$ cat src/rtl/polling_to_irq_master_if.sv
// Avalon-MM read-only bus between the polling master and the polled status slave.
// The master drives a constant address and a held read request; the slave stalls and replies.
interface polling_to_irq_master_if #(
  parameter int DATA_WIDTH = 32,
  parameter int ADDR_WIDTH = 32
);
  logic [ADDR_WIDTH-1:0] address;
  logic                  read;
  logic                  waitrequest;
  logic [DATA_WIDTH-1:0] readdata;
  logic                  readdatavalid;

  modport master (
    output address,
    output read,
    input  waitrequest,
    input  readdata,
    input  readdatavalid
  );

  modport slave (
    input  address,
    input  read,
    output waitrequest,
    output readdata,
    output readdatavalid
  );
endinterface

$ cat src/rtl/polling_to_irq_master.sv
// Periodically reads a memory-mapped status register over Avalon-MM and regenerates
// a level interrupt from the masked value, flagging reads that never return.
module polling_to_irq_master #(
  parameter int                    DATA_WIDTH    = 32,
  parameter int                    ADDR_WIDTH    = 32,
  parameter logic [ADDR_WIDTH-1:0] POLL_ADDR     = '0,
  parameter int                    POLL_INTERVAL = 256,
  parameter int                    TIMEOUT       = 1024,
  parameter logic [DATA_WIDTH-1:0] IRQ_MASK      = '1
) (
  input  logic                    clk,
  input  logic                    reset,
  input  logic                    enable,
  polling_to_irq_master_if.master avm,
  output logic [DATA_WIDTH-1:0]   irq_status,
  output logic                    interrupt,
  output logic                    read_timeout
);

  localparam int IW = (POLL_INTERVAL > 2) ? $clog2(POLL_INTERVAL) : 1;
  localparam int TW = (TIMEOUT > 2) ? $clog2(TIMEOUT) : 1;
  localparam logic [IW-1:0] INTERVAL_LAST = IW'(POLL_INTERVAL - 1);
  localparam logic [TW-1:0] TIMEOUT_LAST  = TW'(TIMEOUT - 1);

  typedef enum logic [1:0] {
    IDLE,
    REQ,
    WAIT_DATA
  } state_t;

  state_t                state_q,    state_d;
  logic [IW-1:0]         interval_q, interval_d;
  logic [TW-1:0]         timeout_q,  timeout_d;
  logic [DATA_WIDTH-1:0] status_q,   status_d;
  logic                  irq_q,      irq_d;
  logic                  to_q,       to_d;

  // NOTE: state is updated only with non-blocking assignments so every register
  // samples the pre-edge values; reset is synchronous and wins over everything.
  always_ff @(posedge clk) begin
    if (reset) begin
      state_q    <= IDLE;
      interval_q <= '0;
      timeout_q  <= '0;
      status_q   <= '0;
      irq_q      <= 1'b0;
      to_q       <= 1'b0;
    end else begin
      state_q    <= state_d;
      interval_q <= interval_d;
      timeout_q  <= timeout_d;
      status_q   <= status_d;
      irq_q      <= irq_d;
      to_q       <= to_d;
    end
  end

  // NOTE: every variable gets its hold value first, so no branch can leave one
  // unassigned and infer a latch.
  always_comb begin
    state_d    = state_q;
    interval_d = interval_q;
    timeout_d  = timeout_q;
    status_d   = status_q;
    irq_d      = irq_q;
    to_d       = to_q;

    unique case (state_q)
      IDLE: begin
        if (!enable) begin
          interval_d = '0;
        end else if (interval_q == INTERVAL_LAST) begin
          interval_d = '0;
          state_d    = REQ;
        end else begin
          interval_d = interval_q + 1'b1;
        end
      end

      // The request stays up until accepted; enable is deliberately ignored here.
      REQ: begin
        if (!avm.waitrequest) begin
          timeout_d = '0;
          state_d   = WAIT_DATA;
        end
      end

      // A reply on the same edge as the timeout is treated as a good read.
      WAIT_DATA: begin
        if (avm.readdatavalid) begin
          status_d = avm.readdata;
          irq_d    = |(avm.readdata & IRQ_MASK);
          to_d     = 1'b0;
          state_d  = IDLE;
        end else if (timeout_q == TIMEOUT_LAST) begin
          to_d    = 1'b1;
          state_d = IDLE;
        end else begin
          timeout_d = timeout_q + 1'b1;
        end
      end

      default: state_d = IDLE;
    endcase
  end

  assign avm.address  = POLL_ADDR;
  assign avm.read     = (state_q == REQ);
  assign irq_status   = status_q;
  assign interrupt    = irq_q;
  assign read_timeout = to_q;

endmodule

$ cat src/flat_wrapper.sv
// flat-port wrapper written by rule: the top's interface ports become plain ports
module polling_to_irq_master_flat 
#(
  parameter int                    DATA_WIDTH    = 32,
  parameter int                    ADDR_WIDTH    = 32,
  parameter logic [ADDR_WIDTH-1:0] POLL_ADDR     = '0,
  parameter int                    POLL_INTERVAL = 256,
  parameter int                    TIMEOUT       = 1024,
  parameter logic [DATA_WIDTH-1:0] IRQ_MASK      = '1
)
  (clk, reset, enable, irq_status, interrupt, read_timeout, avm_address, avm_read, avm_waitrequest, avm_readdata, avm_readdatavalid);
  polling_to_irq_master_if #(.DATA_WIDTH(DATA_WIDTH), .ADDR_WIDTH(ADDR_WIDTH)) avm_i ();
  input  logic clk;
  input  logic reset;
  input  logic enable;
  output logic [DATA_WIDTH-1:0] irq_status;
  output logic interrupt;
  output logic read_timeout;
  output wire logic [$bits(avm_i.address)-1:0] avm_address;
  output wire logic [$bits(avm_i.read)-1:0] avm_read;
  input wire logic [$bits(avm_i.waitrequest)-1:0] avm_waitrequest;
  input wire logic [$bits(avm_i.readdata)-1:0] avm_readdata;
  input wire logic [$bits(avm_i.readdatavalid)-1:0] avm_readdatavalid;
  assign avm_address = avm_i.address;
  assign avm_read = avm_i.read;
  assign avm_i.waitrequest = avm_waitrequest;
  assign avm_i.readdata = avm_readdata;
  assign avm_i.readdatavalid = avm_readdatavalid;
  polling_to_irq_master #(.DATA_WIDTH(DATA_WIDTH), .ADDR_WIDTH(ADDR_WIDTH), .POLL_ADDR(POLL_ADDR), .POLL_INTERVAL(POLL_INTERVAL), .TIMEOUT(TIMEOUT), .IRQ_MASK(IRQ_MASK)) u_core (.clk(clk), .reset(reset), .enable(enable), .avm(avm_i), .irq_status(irq_status), .interrupt(interrupt), .read_timeout(read_timeout));
endmodule
$ cat config.mk
export PLATFORM = sky130hd
export DESIGN_NAME = polling_to_irq_master_flat
export DESIGN_NICKNAME = d
export VERILOG_FILES = /design/src/rtl/polling_to_irq_master_if.sv /design/src/rtl/polling_to_irq_master.sv /design/src/flat_wrapper.sv
export SDC_FILE = /design/constraint.sdc
export NUM_CORES = 1
export LEC_CHECK = 0
export ABC_CLOCK_PERIOD_IN_PS = 1800
export CORE_MARGIN = 3
export CORE_UTILIZATION = 39
export CTS_CLUSTER_SIZE = 25
export DETAILED_ROUTE_END_ITERATION = 8
export HOLD_SLACK_MARGIN = 0.12
export PLACE_DENSITY = 0.8
export SLEW_MARGIN = 20
export SYNTH_ARGS = -nofsm -noshare
export SYNTH_HDL_FRONTEND = slang
export SYNTH_SLANG_ARGS = --single-unit
$ cat constraint.sdc
create_clock -name clk -period 1.8 [get_ports clk]
set_clock_uncertainty 0.15 [all_clocks]
set_input_delay 0.36 -clock clk [delete_from_list [all_inputs] [get_ports clk]]
set_output_delay 0.36 -clock clk [all_outputs]
set_load 0.01 [all_outputs]
* Yosys cells after proc, flatten, opt, wreduce, memory -nomap -nowiden
Cells that the tools add are included.
Widths: inputs -> output; s select.
** Storage, ports and cells
- Register bits after elaboration :: 54
- Output and inout port bits :: 67
- Logic and storage cells :: 40
** Cells by class
- $add $sub $neg :: 2
- Equal/unequal tests :: 10
- Mux-type cells :: 14
- Reduce and logical (&&, ||, !) cells :: 8
** Operator list (number)
- $reduce_or 32->1 :: 1
- $mux 10 :: 3
- $pmux 10 s2 :: 1
- $mux 8 :: 2
- $add 10x1->10 const B :: 1
- $eq 10x10->1 const B :: 1
- $mux 2 :: 5
- $add 8x1->8 const B :: 1
- $eq 8x8->1 const B :: 1
- $ne 2x2->1 const B :: 4
- $reduce_and 4->1 :: 2
- $pmux 2 s3 :: 1
- $reduce_and 2->1 :: 2
- $reduce_bool 2->1 :: 2
- $ne 3x2->1 const B :: 1
- $eq 2x1->1 const B :: 1
- $eq 2x2->1 const B :: 1
- $logic_not 2->1 :: 1
- $mux 1 :: 2
- $ne 2x1->1 const B :: 1

* Depth between registers and ports, before layout
Gate-level depths: netlist (run 1).
- Depth in word-level cells :: 4
- Mapped depth :: 7
- Depth with buffers taken out :: 5

* Least setup slack after synthesis (run 1)
OpenSTA, ideal clock, no wires.
- Path kind :: register to register
- From :: register u_core.timeout_q[0]
- To :: register u_core.timeout_q[6]
- Setup time :: 91 ps
- Arrival time :: 1516 ps
- Setup slack :: 43 ps
- Stages on the path, launching flop included :: 6
- Path buffers :: 0
- Path through :: dfxtp_1 > ha_1 > nand3_2 > o31ai_4 > nand2_4 > a311oi_1
** Between the ends
- Longest elaborated chain between the ends :: 4
** Ends and longest elaborated chain
- start, declared :: RTL line polling_to_irq_master.sv:33 : logic [TW-1:0] timeout_q, timeout_d;
- start signal, assigned :: RTL line polling_to_irq_master.sv:51 : timeout_q <= timeout_d;
- $add 10x1->10 :: RTL line polling_to_irq_master.sv:99 : timeout_d = timeout_q + 1'b1;
- $mux 10 :: RTL line polling_to_irq_master.sv:95 : end else if (timeout_q == TIMEOUT_LAST) begin
- $mux 10 :: RTL line polling_to_irq_master.sv:90 : if (avm.readdatavalid) begin
- $pmux 10 s2 :: RTL line polling_to_irq_master.sv:68 : unique case (state_q)
Parallel ways exist; a longest one is shown, timed or not. The select of a mux whose other input is x is not followed.
A chain may end at the register's enable or synchronous reset.

* Worst setup path after layout (run 1)
- From :: register u_core.status_q[28] (netlist: u_core.irq_status[28])
- To :: output irq_status[28]
** RTL lines
- start, declared :: RTL line polling_to_irq_master.sv:34 : logic [DATA_WIDTH-1:0] status_q, status_d;
- start signal, assigned :: RTL line polling_to_irq_master.sv:52 : status_q <= status_d;
- end, declared :: RTL line flat_wrapper.sv:16 : output logic [DATA_WIDTH-1:0] irq_status;
No word-level cell between the ends.

==> flow_summary.html, run 1 <==
<table>
<tr><th>Metric</th><th>Value</th></tr>
<tr><th colspan="2">Power</th></tr>
<tr><td>LEAKAGE</td><td>0.00127 uW</td></tr>
<tr><td>Total internal power</td><td>1720 uW</td></tr>
<tr><td>Sequential share of power</td><td>53.9%</td></tr>
<tr><td>Switching power share of the total</td><td>22.8%</td></tr>
<tr><td>Net Sw Power</td><td>507 uW</td></tr>
<tr><td>IR Drop Worst-Case VDD</td><td>0.391 mV</td></tr>
<tr><td>Logic gate share of total power</td><td>8.1%</td></tr>
<tr><td>Total power density per cell area</td><td>625 nW/um^2</td></tr>
<tr><td>Clock network fraction of design power</td><td>38.0%</td></tr>
<tr><th colspan="2">Critical path</th></tr>
<tr><td>Critical-path cell list</td><td>clkdlybuf4s50_1</td></tr>
<tr><td>Cell with the largest stage delay on the worst path</td><td>clkdlybuf4s50_1</td></tr>
<tr><td>Setup crit start</td><td>u_core.irq_status[28]</td></tr>
<tr><td>Setup crit end kind</td><td>output pin</td></tr>
<tr><td>Critical path class</td><td>register to output pin</td></tr>
<tr><td>Launching point of the worst reg2reg path</td><td>u_core.state_q[0]</td></tr>
<tr><td>Required time of the worst setup path</td><td>1.29 ns</td></tr>
<tr><td>Bufs and invs on worst path</td><td>1</td></tr>
<tr><td>Data arrival, critical path</td><td>1.21 ns</td></tr>
<tr><td>Setup crit start kind</td><td>register</td></tr>
<tr><td>Family with the most delay on the worst path</td><td>buffers and inverters</td></tr>
<tr><td>Largest driver fanout on the critical path</td><td>2</td></tr>
<tr><td>Largest stage delay, worst path</td><td>0.55 ns</td></tr>
<tr><th colspan="2">STA</th></tr>
<tr><td>Fin worst setup slack</td><td>0.0751 ns</td></tr>
<tr><td>Fin crit share</td><td>95.8%</td></tr>
<tr><td>Hold Vio Cnt, Final</td><td>0</td></tr>
<tr><td>RSZ-0062 raised after global routing</td><td>false</td></tr>
<tr><td>Maximum achievable frequency</td><td>580 MHz</td></tr>
<tr><td>Setup violations, final</td><td>0</td></tr>
<tr><td>Post-Route Hold Slack</td><td>0.307 ns</td></tr>
<tr><td>Pins Over Slew Limit</td><td>0</td></tr>
<tr><td>Time the worst path needs with I/O delays and setup</td><td>1.72 ns</td></tr>
<tr><th colspan="2">Global route</th></tr>
<tr><td>Initial antenna violation count</td><td>0</td></tr>
<tr><td>Largest net degree at the start of global routing</td><td>27</td></tr>
<tr><td>Combined global-route utilization of all metal layers</td><td>16.5%</td></tr>
<tr><td>Vias in the first global route</td><td>2200</td></tr>
<tr><td>First-pass GRT wire length</td><td>10100 um</td></tr>
<tr><td>Remaining global-route overflow</td><td>0</td></tr>
<tr><th colspan="2">Cells and area</th></tr>
<tr><td>Layout Nets</td><td>443</td></tr>
<tr><td>Layout overhead on the synthesized area</td><td>40.5%</td></tr>
<tr><td>Layout cells sized above 1</td><td>11.9%</td></tr>
<tr><td>Layout fillers</td><td>567</td></tr>
<tr><td>Total inserted antenna cells</td><td>0</td></tr>
<tr><th colspan="2">Detailed routing</th></tr>
<tr><td>Total met3 wirelength after detailed routing</td><td>411 um</td></tr>
<tr><td>Avg WL per Cell</td><td>13.5 um</td></tr>
<tr><td>Total detailed-routing wirelength</td><td>6470 um</td></tr>
<tr><td>Met2 wire length</td><td>3210 um</td></tr>
<tr><td>Total vias in the final route</td><td>2395</td></tr>
<tr><td>Met1 wire length</td><td>2830 um</td></tr>
<tr><td>Count of nets left with antenna violations after detail routing</td><td>0</td></tr>
<tr><td>Vias/cell</td><td>4.99</td></tr>
<tr><td>Iteration-0 DRC Markers</td><td>86</td></tr>
<tr><td>Initial DRT Pass Iterations</td><td>4</td></tr>
<tr><td>DRC violation count after routing</td><td>0</td></tr>
<tr><td>Max Used Layer</td><td>met4</td></tr>
<tr><th colspan="2">Placement</th></tr>
<tr><td>Worst slack after detailed placement</td><td>-0.308 ns</td></tr>
<tr><td>IO buf count</td><td>71</td></tr>
<tr><td>Detailed Place HPWL</td><td>4850 um</td></tr>
<tr><td>Final GP Congestion</td><td>0.853</td></tr>
<tr><th colspan="2">Min path</th></tr>
<tr><td>Start point of the worst min-delay path</td><td>u_core.irq_status[25]</td></tr>
<tr><td>Hold/Removal Path Class</td><td>register to register</td></tr>
<tr><th colspan="2">Clock network</th></tr>
<tr><td>CTS tree</td><td>done</td></tr>
<tr><td>Clock root buffer master</td><td>clkbuf_8</td></tr>
<tr><td>Maximum clock insertion buffer count</td><td>2</td></tr>
<tr><td>Max H-tree Level</td><td>2</td></tr>
<tr><td>Source-to-sink clock delay at the later pin of the worst-skew pair</td><td>0.30 ns</td></tr>
<tr><td>Sinks on Clock Net</td><td>54</td></tr>
<tr><td>CTS clk-pin slew, worst paths</td><td>0.10 ns</td></tr>
<tr><td>Number of buffers added by the clock tree synthesis step</td><td>5</td></tr>
<tr><th colspan="2">Logic synthesis</th></tr>
<tr><td>Proportion of netlist area held by the largest area contributor</td><td>42.7%</td></tr>
<tr><td>Count of state elements after synthesis</td><td>54</td></tr>
<tr><td>Cells after synthesis</td><td>313</td></tr>
<tr><td>Average cell area after synthesis</td><td>8.09 sq um</td></tr>
<tr><td>Top area cells in the synthesized netlist</td><td>dfxtp_1 (43%), nand2_1 (11%), buf_4 (10%)</td></tr>
<tr><td>Count of unique library cells instantiated by Yosys</td><td>41</td></tr>
<tr><td>Cell type with the highest aggregate area in the netlist</td><td>dfxtp_1</td></tr>
<tr><td>Count of yosys warnings during synthesis</td><td>0</td></tr>
<tr><td>Post-synthesis instance area</td><td>2530 sq um</td></tr>
<tr><td>Part of the Yosys area used for sequential elements</td><td>42.7%</td></tr>
<tr><th colspan="2">Die</th></tr>
<tr><td>DIE HEIGHT</td><td>86.6 um</td></tr>
<tr><td>Die area</td><td>7500 sq um</td></tr>
<tr><td>Floorplan Core Area</td><td>6100 sq um</td></tr>
<tr><td>Starting Density</td><td>41.5%</td></tr>
<tr><td>Count of pins on the block boundary</td><td>104</td></tr>
<tr><td>Standard-cell row count</td><td>28</td></tr>
<tr><td>Width of the die</td><td>86.6 um</td></tr>
<tr><th colspan="2">Outcome</th></tr>
<tr><td>Run status</td><td>completed</td></tr>
<tr><th colspan="2">Run</th></tr>
<tr><td>Number of maximum-capacitance constraint violations</td><td>0</td></tr>
</table>
==> state kept, by name (all words and copies together), names as in the netlist <==
name,count
u_core.interrupt,1
u_core.state_q,2
u_core.read_timeout,1
u_core.interval_q,8
u_core.timeout_q,10
u_core.irq_status,32
==> final cells by class <==
cell class	instances	area, sq um	share of cell area [%]
Sequential cell	54	1080	30.4
Tap cell	75	93.8	2.64
Inverter	2	7.51	0.211
Timing Repair Buffer	102	1000	28.2
Clock inverter	3	47.5	1.34
Multi-Input combinational cell	239	1260	35.3
Clock buffer	5	68.8	1.93
==> metrics by stage <==
stage	cell area, sq um	utilization (%)	power, uW	std cells	setup TNS, ns
2_1_floorplan	2650	-	1330	344	0
3_3_place_gp	3400	55.7	1400	470	-1.88
3_5_place_dp	3400	55.7	1400	470	-2.43
4_1_cts	3510	57.6	2250	478	0
5_1_grt	3560	58.4	2310	480	0
6_report	3560	58.4	2220	480	0
==> cells in the final DEF, fill, tap and decap left out, types with 4 or more instances in the layout <==
cell,instances
nor4_1,8
xor2_1,5
dfxtp_1,53
nand4_1,9
nand2_1,73
clkbuf_8,5
clkdlybuf4s50_1,69
nand3_1,13
buf_4,25
a21oi_1,40
nor3_1,5
buf_12,4
nor2_1,12
conb_1,32
==> power by group through the flow <==
stage          logic [uW]  registers (uW)  clock network (uW)
2_1_floorplan         107            1230                   0
3_3_place_gp          177            1230                   0
3_5_place_dp          177            1230                   0
4_1_cts               178            1200                 869
5_1_grt               196            1200                 915
6_report              180            1200                 845
==> path summary, 6_finish.rpt <==
check / end / slack [ns] / cells past startpoint
worst max-delay path: irq_status[28] / 0.08 / 1
worst min-delay path: u_core.irq_status[25] / 0.31 / 2
worst max register to register: u_core.timeout_q[5] / 0.10 / 5
worst min register to register: u_core.irq_status[25] / 0.31 / 2
==> kinds of logic after synthesis <==
logic type	share of synthesized area, %
AOI/OAI and AO/OA	14.3
xor gates and xnor gates	2.08
adders and majority gates	0.988
buffers and inverters	13.1
DFF	42.7
other	0.148
and+or+nand+nor	26.6
==> worst reg2reg max path: cells and delay by family, from the launching register on <==
kind,cells,cell delay (ns)
AO/OA/AOI/OAI,2,0.20
buffers and inverters,1,0.16
flip-flops,1,0.34
AND/OR/NAND/NOR,2,0.78
==> synthesized netlist by cell type <==
master,count
nor4_1,8
conb_1,1
nand2b_1,3
ha_1,2
clkbuf_1,8
o211ai_1,1
or3b_4,1
buf_1,1
inv_1,2
a41oi_1,1
nor2b_1,2
a22oi_1,1
and3_1,1
and4_1,3
buf_4,34
a32o_1,1
o21ai_0,4
buf_6,1
xnor2_1,1
xor2_1,5
nand2_4,1
nor3b_4,1
a21oi_1,40
or4_1,2
nand3_1,13
nor4b_1,1
buf_2,5
a211o_1,1
nand3b_1,1
a311oi_1,4
nor2_1,12
nand3_2,1
o31a_1,2
a31oi_1,3
o31ai_4,1
nand2_1,73
dfxtp_1,54
and2_1,2
nor3_1,5
a211oi_1,1
nand4_1,9
==> timing repair <==
item,CTS,global route
endpoints found under the hold margin,0,0
pin swaps,0,3
gates resized for setup,2,8
setup buffers,0,2
hold buffers,0,0
setup endpoints to repair,1,7
==> metal layers <==
layer / up-vias / global-route usage [%]
met3: 4 / 3.42
met1: 1113 / 22.1
met2: 75 / 27.5
met5: - / 0
met4: 0 / 3.54
li1: 1203 / -
No activity file was read; power rests on OpenSTA's default activity.
==> run 2: changes to the inputs <==
--- a/config.mk
+++ b/config.mk
@@ -6,6 +6,7 @@
 export NUM_CORES = 1
 export LEC_CHECK = 0
 export ABC_CLOCK_PERIOD_IN_PS = 1800
+export CAP_MARGIN = 10
 export CORE_MARGIN = 3
 export CORE_UTILIZATION = 39
 export CTS_CLUSTER_SIZE = 25
==> results of run 2 <==
Same layout as run 1: the final DEF is identical, and so are final timing and power.
